File: src/rtl/inst_loader_pkg.sv
`default_nettype none
// ============================================================================
// loader_pkg : end-of-program marker and loader FSM encoding | Rev 1.0
// ============================================================================
package loader_pkg;

  localparam logic [31:0] END_MARKER = 32'hffff_ffff;

  typedef enum logic [1:0] {
    LD_LOAD  = 2'd0,
    LD_DRAIN = 2'd1,
    LD_DONE  = 2'd2
  } ld_state_e;

endpackage
`default_nettype wire

File: src/rtl/inst_loader_if.sv
`default_nettype none
// ============================================================================
// inst_loader_if : UART byte input, SRAM write port, status and CPU forward | Rev 1.0
// ============================================================================
interface inst_loader_if #(
  parameter int ADDR_WIDTH = 20
);

  logic [7:0]            rx_data;
  logic                  rx_changed;
  logic [ADDR_WIDTH-1:0] mem_addr;
  logic [31:0]           mem_wdata;
  logic                  mem_we;
  logic                  mem_ack;
  logic                  loaded;
  logic [ADDR_WIDTH-1:0] word_count;
  logic                  error;
  logic [7:0]            fwd_data;
  logic                  fwd_valid;

  // master = the loader itself, slave = receiver/SRAM/CPU side
  modport master (
    input  rx_data, rx_changed, mem_ack,
    output mem_addr, mem_wdata, mem_we, loaded, word_count, error, fwd_data, fwd_valid
  );

  modport slave (
    output rx_data, rx_changed, mem_ack,
    input  mem_addr, mem_wdata, mem_we, loaded, word_count, error, fwd_data, fwd_valid
  );

endinterface
`default_nettype wire

File: src/rtl/inst_loader_byte_to_word.sv
`default_nettype none
// ============================================================================
// byte_to_word : big-endian byte-to-word assembler for the boot loader | Rev 1.0
// ============================================================================
module byte_to_word (
  input  wire logic        clk,
  input  wire logic        reset,
  input  wire logic [7:0]  byte_i,
  input  wire logic        strobe_i,
  output logic      [31:0] word_o,
  output logic             word_valid_o
);

  logic [1:0]  idx_q;
  logic [23:0] shift_q;

  // The fourth byte is merged combinationally so the word is usable in its arrival cycle.
  always_ff @(posedge clk or posedge reset) begin
    if (reset) begin
      idx_q   <= 2'd0;
      shift_q <= 24'd0;
    end else if (strobe_i) begin
      idx_q   <= idx_q + 2'd1;
      shift_q <= {shift_q[15:0], byte_i};
    end
  end

  assign word_o       = {shift_q, byte_i};
  assign word_valid_o = strobe_i && (idx_q == 2'd3);

endmodule
`default_nettype wire

File: src/rtl/inst_loader.sv
`default_nettype none
// ============================================================================
// inst_loader : boot-time UART-to-SRAM program loader with post-load byte forward | Rev 1.0
// ============================================================================
module inst_loader
  import loader_pkg::*;
#(
  parameter int ADDR_WIDTH = 20,
  parameter int MAX_WORDS  = 4096
) (
  input  wire logic         clk,
  input  wire logic         reset,
  inst_loader_if.master     bus
);

  localparam logic [ADDR_WIDTH-1:0] CAPACITY = ADDR_WIDTH'(MAX_WORDS);

  ld_state_e             state_q, state_d;
  logic [ADDR_WIDTH-1:0] addr_q, addr_d;
  logic [ADDR_WIDTH-1:0] count_q, count_d;
  logic [31:0]           wdata_q, wdata_d;
  logic                  we_q, we_d;
  logic                  loaded_q, loaded_d;
  logic                  error_q, error_d;
  logic [7:0]            fwd_data_q, fwd_data_d;
  logic                  fwd_valid_q, fwd_valid_d;

  logic [31:0] word;
  logic        word_valid;
  logic        write_pending;

  byte_to_word u_b2w (
    .clk          (clk),
    .reset        (reset),
    .byte_i       (bus.rx_data),
    .strobe_i     (bus.rx_changed && (state_q == LD_LOAD)),
    .word_o       (word),
    .word_valid_o (word_valid)
  );

  // A write being acked this very cycle no longer blocks a new word.
  assign write_pending = we_q && !bus.mem_ack;

  always_comb begin
    state_d     = state_q;
    addr_d      = addr_q;
    wdata_d     = wdata_q;
    we_d        = we_q;
    count_d     = count_q;
    loaded_d    = loaded_q;
    error_d     = error_q;
    fwd_data_d  = fwd_data_q;
    fwd_valid_d = 1'b0;

    if (we_q && bus.mem_ack) begin
      we_d = 1'b0;
    end

    case (state_q)
      LD_LOAD: begin
        if (word_valid) begin
          if (word == END_MARKER) begin
            if (write_pending) begin
              state_d = LD_DRAIN;
            end else begin
              state_d  = LD_DONE;
              loaded_d = 1'b1;
            end
          end else if ((count_q == CAPACITY) || write_pending) begin
            error_d = 1'b1;
          end else begin
            addr_d  = count_q;
            wdata_d = word;
            we_d    = 1'b1;
            count_d = count_q + ADDR_WIDTH'(1);
          end
        end
      end
      LD_DRAIN: begin
        if (bus.mem_ack) begin
          state_d  = LD_DONE;
          loaded_d = 1'b1;
        end
      end
      LD_DONE: begin
        if (bus.rx_changed) begin
          fwd_valid_d = 1'b1;
          fwd_data_d  = bus.rx_data;
        end
      end
      default: state_d = LD_LOAD;
    endcase
  end

  always_ff @(posedge clk or posedge reset) begin
    if (reset) begin
      state_q     <= LD_LOAD;
      addr_q      <= '0;
      count_q     <= '0;
      wdata_q     <= 32'd0;
      we_q        <= 1'b0;
      loaded_q    <= 1'b0;
      error_q     <= 1'b0;
      fwd_data_q  <= 8'd0;
      fwd_valid_q <= 1'b0;
    end else begin
      state_q     <= state_d;
      addr_q      <= addr_d;
      count_q     <= count_d;
      wdata_q     <= wdata_d;
      we_q        <= we_d;
      loaded_q    <= loaded_d;
      error_q     <= error_d;
      fwd_data_q  <= fwd_data_d;
      fwd_valid_q <= fwd_valid_d;
    end
  end

  assign bus.mem_addr   = addr_q;
  assign bus.mem_wdata  = wdata_q;
  assign bus.mem_we     = we_q;
  assign bus.loaded     = loaded_q;
  assign bus.word_count = count_q;
  assign bus.error      = error_q;
  assign bus.fwd_data   = fwd_data_q;
  assign bus.fwd_valid  = fwd_valid_q;

endmodule
`default_nettype wire

File: src/flat_wrapper.sv
// flat-port wrapper written by rule: the top's interface ports become plain ports
module inst_loader_flat import loader_pkg::*;
#(
  parameter int ADDR_WIDTH = 20,
  parameter int MAX_WORDS  = 4096
)
  (clk, reset, bus_rx_data, bus_rx_changed, bus_mem_ack, bus_mem_addr, bus_mem_wdata, bus_mem_we, bus_loaded, bus_word_count, bus_error, bus_fwd_data, bus_fwd_valid);
  inst_loader_if #(.ADDR_WIDTH(ADDR_WIDTH)) bus_i ();
  input  wire logic clk;
  input  wire logic reset;
  input wire logic [$bits(bus_i.rx_data)-1:0] bus_rx_data;
  input wire logic [$bits(bus_i.rx_changed)-1:0] bus_rx_changed;
  input wire logic [$bits(bus_i.mem_ack)-1:0] bus_mem_ack;
  output wire logic [$bits(bus_i.mem_addr)-1:0] bus_mem_addr;
  output wire logic [$bits(bus_i.mem_wdata)-1:0] bus_mem_wdata;
  output wire logic [$bits(bus_i.mem_we)-1:0] bus_mem_we;
  output wire logic [$bits(bus_i.loaded)-1:0] bus_loaded;
  output wire logic [$bits(bus_i.word_count)-1:0] bus_word_count;
  output wire logic [$bits(bus_i.error)-1:0] bus_error;
  output wire logic [$bits(bus_i.fwd_data)-1:0] bus_fwd_data;
  output wire logic [$bits(bus_i.fwd_valid)-1:0] bus_fwd_valid;
  assign bus_i.rx_data = bus_rx_data;
  assign bus_i.rx_changed = bus_rx_changed;
  assign bus_i.mem_ack = bus_mem_ack;
  assign bus_mem_addr = bus_i.mem_addr;
  assign bus_mem_wdata = bus_i.mem_wdata;
  assign bus_mem_we = bus_i.mem_we;
  assign bus_loaded = bus_i.loaded;
  assign bus_word_count = bus_i.word_count;
  assign bus_error = bus_i.error;
  assign bus_fwd_data = bus_i.fwd_data;
  assign bus_fwd_valid = bus_i.fwd_valid;
  inst_loader #(.ADDR_WIDTH(ADDR_WIDTH), .MAX_WORDS(MAX_WORDS)) u_core (.clk(clk), .reset(reset), .bus(bus_i));
endmodule
File: config.mk
export PLATFORM = sky130hd
export DESIGN_NAME = inst_loader_flat
export DESIGN_NICKNAME = d
export VERILOG_FILES = /design/src/rtl/inst_loader_pkg.sv /design/src/rtl/inst_loader_if.sv /design/src/rtl/inst_loader_byte_to_word.sv /design/src/rtl/inst_loader.sv /design/src/flat_wrapper.sv
export SDC_FILE = /design/constraint.sdc
export NUM_CORES = 1
export LEC_CHECK = 0
export ABC_AREA = 1
export ABC_CLOCK_PERIOD_IN_PS = 6870
export CAP_MARGIN = 25
export CORE_MARGIN = 2
export CORE_UTILIZATION = 32
export CTS_CLUSTER_SIZE = 28
export DETAILED_ROUTE_END_ITERATION = 8
export DONT_BUFFER_PORTS = 1
export SETUP_SLACK_MARGIN = 0.05
export SYNTH_ARGS = -nofsm -noshare
export SYNTH_HDL_FRONTEND = slang
export SYNTH_SLANG_ARGS = --single-unit
File: constraint.sdc
create_clock -name clk -period 6.87 [get_ports clk]
set_input_delay 0.687 -clock clk [delete_from_list [all_inputs] [get_ports clk]]
set_output_delay 0.687 -clock clk [all_outputs]
set_load 0.005 [all_outputs]
==> flow_summary.json <==
{
  "status": "completed",
  "max_stage_delay_ns": 0.78,
  "synth.most_common_cell": "nand2_1",
  "cp_num_buf_inv": 1,
  "vdd_drop_max_mv": 0.132,
  "p_clk_share_pct": 45.0,
  "dieWidth_um": 130,
  "cts_hold_buf": 0,
  "clk_latency_ns": 0.36,
  "synth-seq-area-share_pct": 55.2,
  "cts_setup_buffers": 0,
  "row_count": 46,
  "yosys_warnings": 0,
  "cts_tree": "done",
  "r2r_setup_slack_ns": 4.63,
  "remaining_drc_errors": 0,
  "finClkSkew_ns": 0.0144,
  "ios": 96,
  "fin_util_pct": 35.2,
  "synth_cells": 609,
  "numCtsBuffers": 9,
  "critPathKind": "flip-flop to flip-flop",
  "final.period_utilization_pct": 32.6,
  "ys_ff_latch": 112,
  "tightest_slew_ns": 0.986,
  "grt_max_degree": 76,
  "drv_slew": 0,
  "critPathTopFamily": "simple AND/OR/NAND/NOR gates",
  "start_util_pct": 32.3,
  "worst_path_most_repeated_cell": "nand2_1",
  "cts_sinks": 112,
  "synth.avg_cell_area_um2": 8.34,
  "die-area_um2": 16900,
  "final_nets": 610,
  "p_per_area_nw_per_um2": 227,
  "synth_cell_types": 26,
  "core_area_um2": 15700,
  "synth_area_leader_cell": "dfrtp_1",
  "critPathSlowestCell": "nor2_8",
  "cts.repair.resized": 0,
  "cp_cell_sequence": "inv_1, ha_1, nand3_1, nor2_1, nand3_2, nand2_2, nor2_8, nand2_1, nand2_1",
  "reg2reg_from": "u_core.bus.word_count[0]",
  "drive_above_1_share_pct": 5.00,
  "finalHoldViolations": 0,
  "drv_cap": 0,
  "grt_overflow_total": 0,
  "viasPerCell": 4.63,
  "drt_wl_total_um": 12400,
  "synthToLayoutAreaGrowth_pct": 8.87,
  "cts_max_path_buffers": 2,
  "p_int_uw": 970,
  "slew_headroom_pct": 34.2,
  "crit_fanout": 72,
  "dr.pass1.iters": 5,
  "leakage_nw": 2.88,
  "reg2reg_to": "u_core.bus.word_count[17]",
  "finalSetupViolCount": 0,
  "n_antenna_cell": 0,
  "cts_max_level": 3,
  "netlist_area_um2": 5080,
  "fmax_ghz": 0.446,
  "synth_nets": 624,
  "grt_pass1_vias": 3871,
  "grtUsageTotal_pct": 15.3,
  "synthTopCellsByArea": "dfrtp_1 55%, nand2_1 18%, o21ai_0 9.3%",
  "cts.clk_slew.worst_paths_ns": 0.08,
  "synth_edf_count": 0,
  "vias": 3774,
  "finalCriticalPeriod_ns": 2.24,
  "rr_worst_depth": 9,
  "worstSetupEndpointType": "flip-flop",
  "comb_power_share_pct": 1.8,
  "crit_required_ns": 7.17,
  "arrival_ns": 2.54,
  "pwr-share-seq_pct": 53.2,
  "setup_tns_ns": 0,
  "netlist.area_leader.share_pct": 55.2,
  "async_flop_share_pct": 100,
  "grt_pass1_wl_um": 20000,
  "antenna_found_initial": 0,
  "wl_per_cell_um": 15.1,
  "hold_class": "input port to asynchronous set/reset pin",
  "die_h_um": 130,
  "portBuffers": 0,
  "rsz0062_at_grt": "no",
  "synthFlopType": "dfrtp_1",
  "cts-root-buf": "clkbuf_16",
  "p_switching_uw": 284,
  "worstSetupStartpointType": "flip-flop",
  "synth.top_cells.by_count": "240 x nand2_1, 112 x dfrtp_1, 94 x o21ai_0",
  "swShare_pct": 22.6,
  "gp_congestion": 0.804,
  "drt_iter0_markers": 300,
  "dp_hpwl_um": 7850,
  "antenna_left": 0
}
## routing by layer
layer	vias up	share of wire [%]	global-route usage, %
met3	11	7.9	5.86
met5	-	0	0
met2	100	49	26.6
met1	1777	42	17.4
met4	0	1.3	4.93
li1	1886	-	-
## stage by stage
stage / worst slack, ns / area, µm² / hold WS (ns) / total power, mW / instances
after floorplan: 3.22 / 5080 / 0.453 / 0.694 / 609
after global placement: 4.59 / 5180 / 0.475 / 0.702 / 799
after detailed placement: 4.57 / 5180 / 0.492 / 0.702 / 799
after CTS: 4.58 / 5500 / 0.213 / 1.27 / 815
after global routing: 4.32 / 5530 / 0.232 / 1.30 / 816
final: 4.63 / 5530 / 0.209 / 1.25 / 816
## flip-flops by register name (all words and copies together), names as in the netlist
register	count
u_core.bus.error	1
u_core.bus.fwd_data	8
u_core.bus.fwd_valid	1
u_core.bus.loaded	1
u_core.bus.mem_addr	20
u_core.bus.mem_wdata	32
u_core.bus.mem_we	1
u_core.bus.word_count	20
u_core.state_q	2
u_core.u_b2w.idx_q	2
u_core.u_b2w.shift_q	24
## worst reg2reg max path, cell delays in order (launching register included)
cell and delay, ns:
dfrtp_1 0.50, inv_1 0.13, ha_1 0.21, nand3_1 0.08, nor2_1 0.06, nand3_2 0.07, nand2_2 0.09, nor2_8 0.78
nand2_1 0.16, nand2_1 0.11
## power groups by stage
stage / registers (mW) / logic [mW] / clock network, mW
finish: 0.667 / 0.0223 / 0.565
global route: 0.668 / 0.0268 / 0.607
CTS: 0.667 / 0.0215 / 0.583
detailed placement: 0.680 / 0.0215 / 0
global placement: 0.680 / 0.0212 / 0
floorplan: 0.679 / 0.0151 / 0
## area by class of cell
class                   count  area, µm²
inverters                  28        108
fillers                  1641      10200
flip-flops and latches    112       2800
clock inverters             6       83.8
clock buffers              10        239
well taps                 216        270
repair buffers              5       57.6
multi-input cells         439       1970
## cell usage in the layout (no fill, tap or decap)
cell type / netlist / final
nor3_1: 1 / 1
clkbuf_8: 0 / 1
buf_16: 0 / 1
inv_1: 28 / 27
inv_4: 0 / 1
bufinv_16: 0 / 1
o21ai_0: 94 / 94
nand4_1: 1 / 1
nor2_4: 1 / 1
nand3b_1: 1 / 1
inv_8: 0 / 1
nand3_1: 9 / 9
dfrtp_1: 112 / 112
buf_4: 2 / 4
mux2_2: 3 / 3
a21oi_1: 7 / 7
clkbuf_16: 0 / 9
xor2_1: 10 / 10
inv_6: 0 / 3
xnor2_1: 6 / 6
nor2_1: 54 / 54
ha_1: 3 / 3
clkinv_8: 0 / 1
o21bai_1: 1 / 1
nand2_1: 240 / 240
nand2_2: 2 / 2
o21ai_1: 2 / 2
or2_1: 2 / 2
nand3_2: 1 / 1
nor2_8: 1 / 1
## worst max path at each step
stage,from,endpoint,slack (ns),depth (start not counted)
after floorplan,reset,u_core.bus.error,3.22,1
after global placement,bus_rx_data[1],u_core.bus.mem_we,4.59,8
after detailed placement,bus_rx_data[1],u_core.bus.mem_we,4.57,8
after CTS,u_core.bus.word_count[0],u_core.bus.word_count[17],4.58,9
after global routing,u_core.bus.word_count[0],u_core.bus.word_count[17],4.32,9
final,u_core.bus.word_count[0],u_core.bus.word_count[17],4.63,9
## logic make-up after synthesis
logic type                 synth area share [%]
buffers and inverters                      6.06
xor gates and xnor gates                   2.76
and+or+nand+nor                            24.3
adders and majority gates                 0.739
muxes                                     0.665
AOI/OAI and AO/OA                          10.3
DFF                                        55.2
No activity file was read; power rests on OpenSTA's default activity.
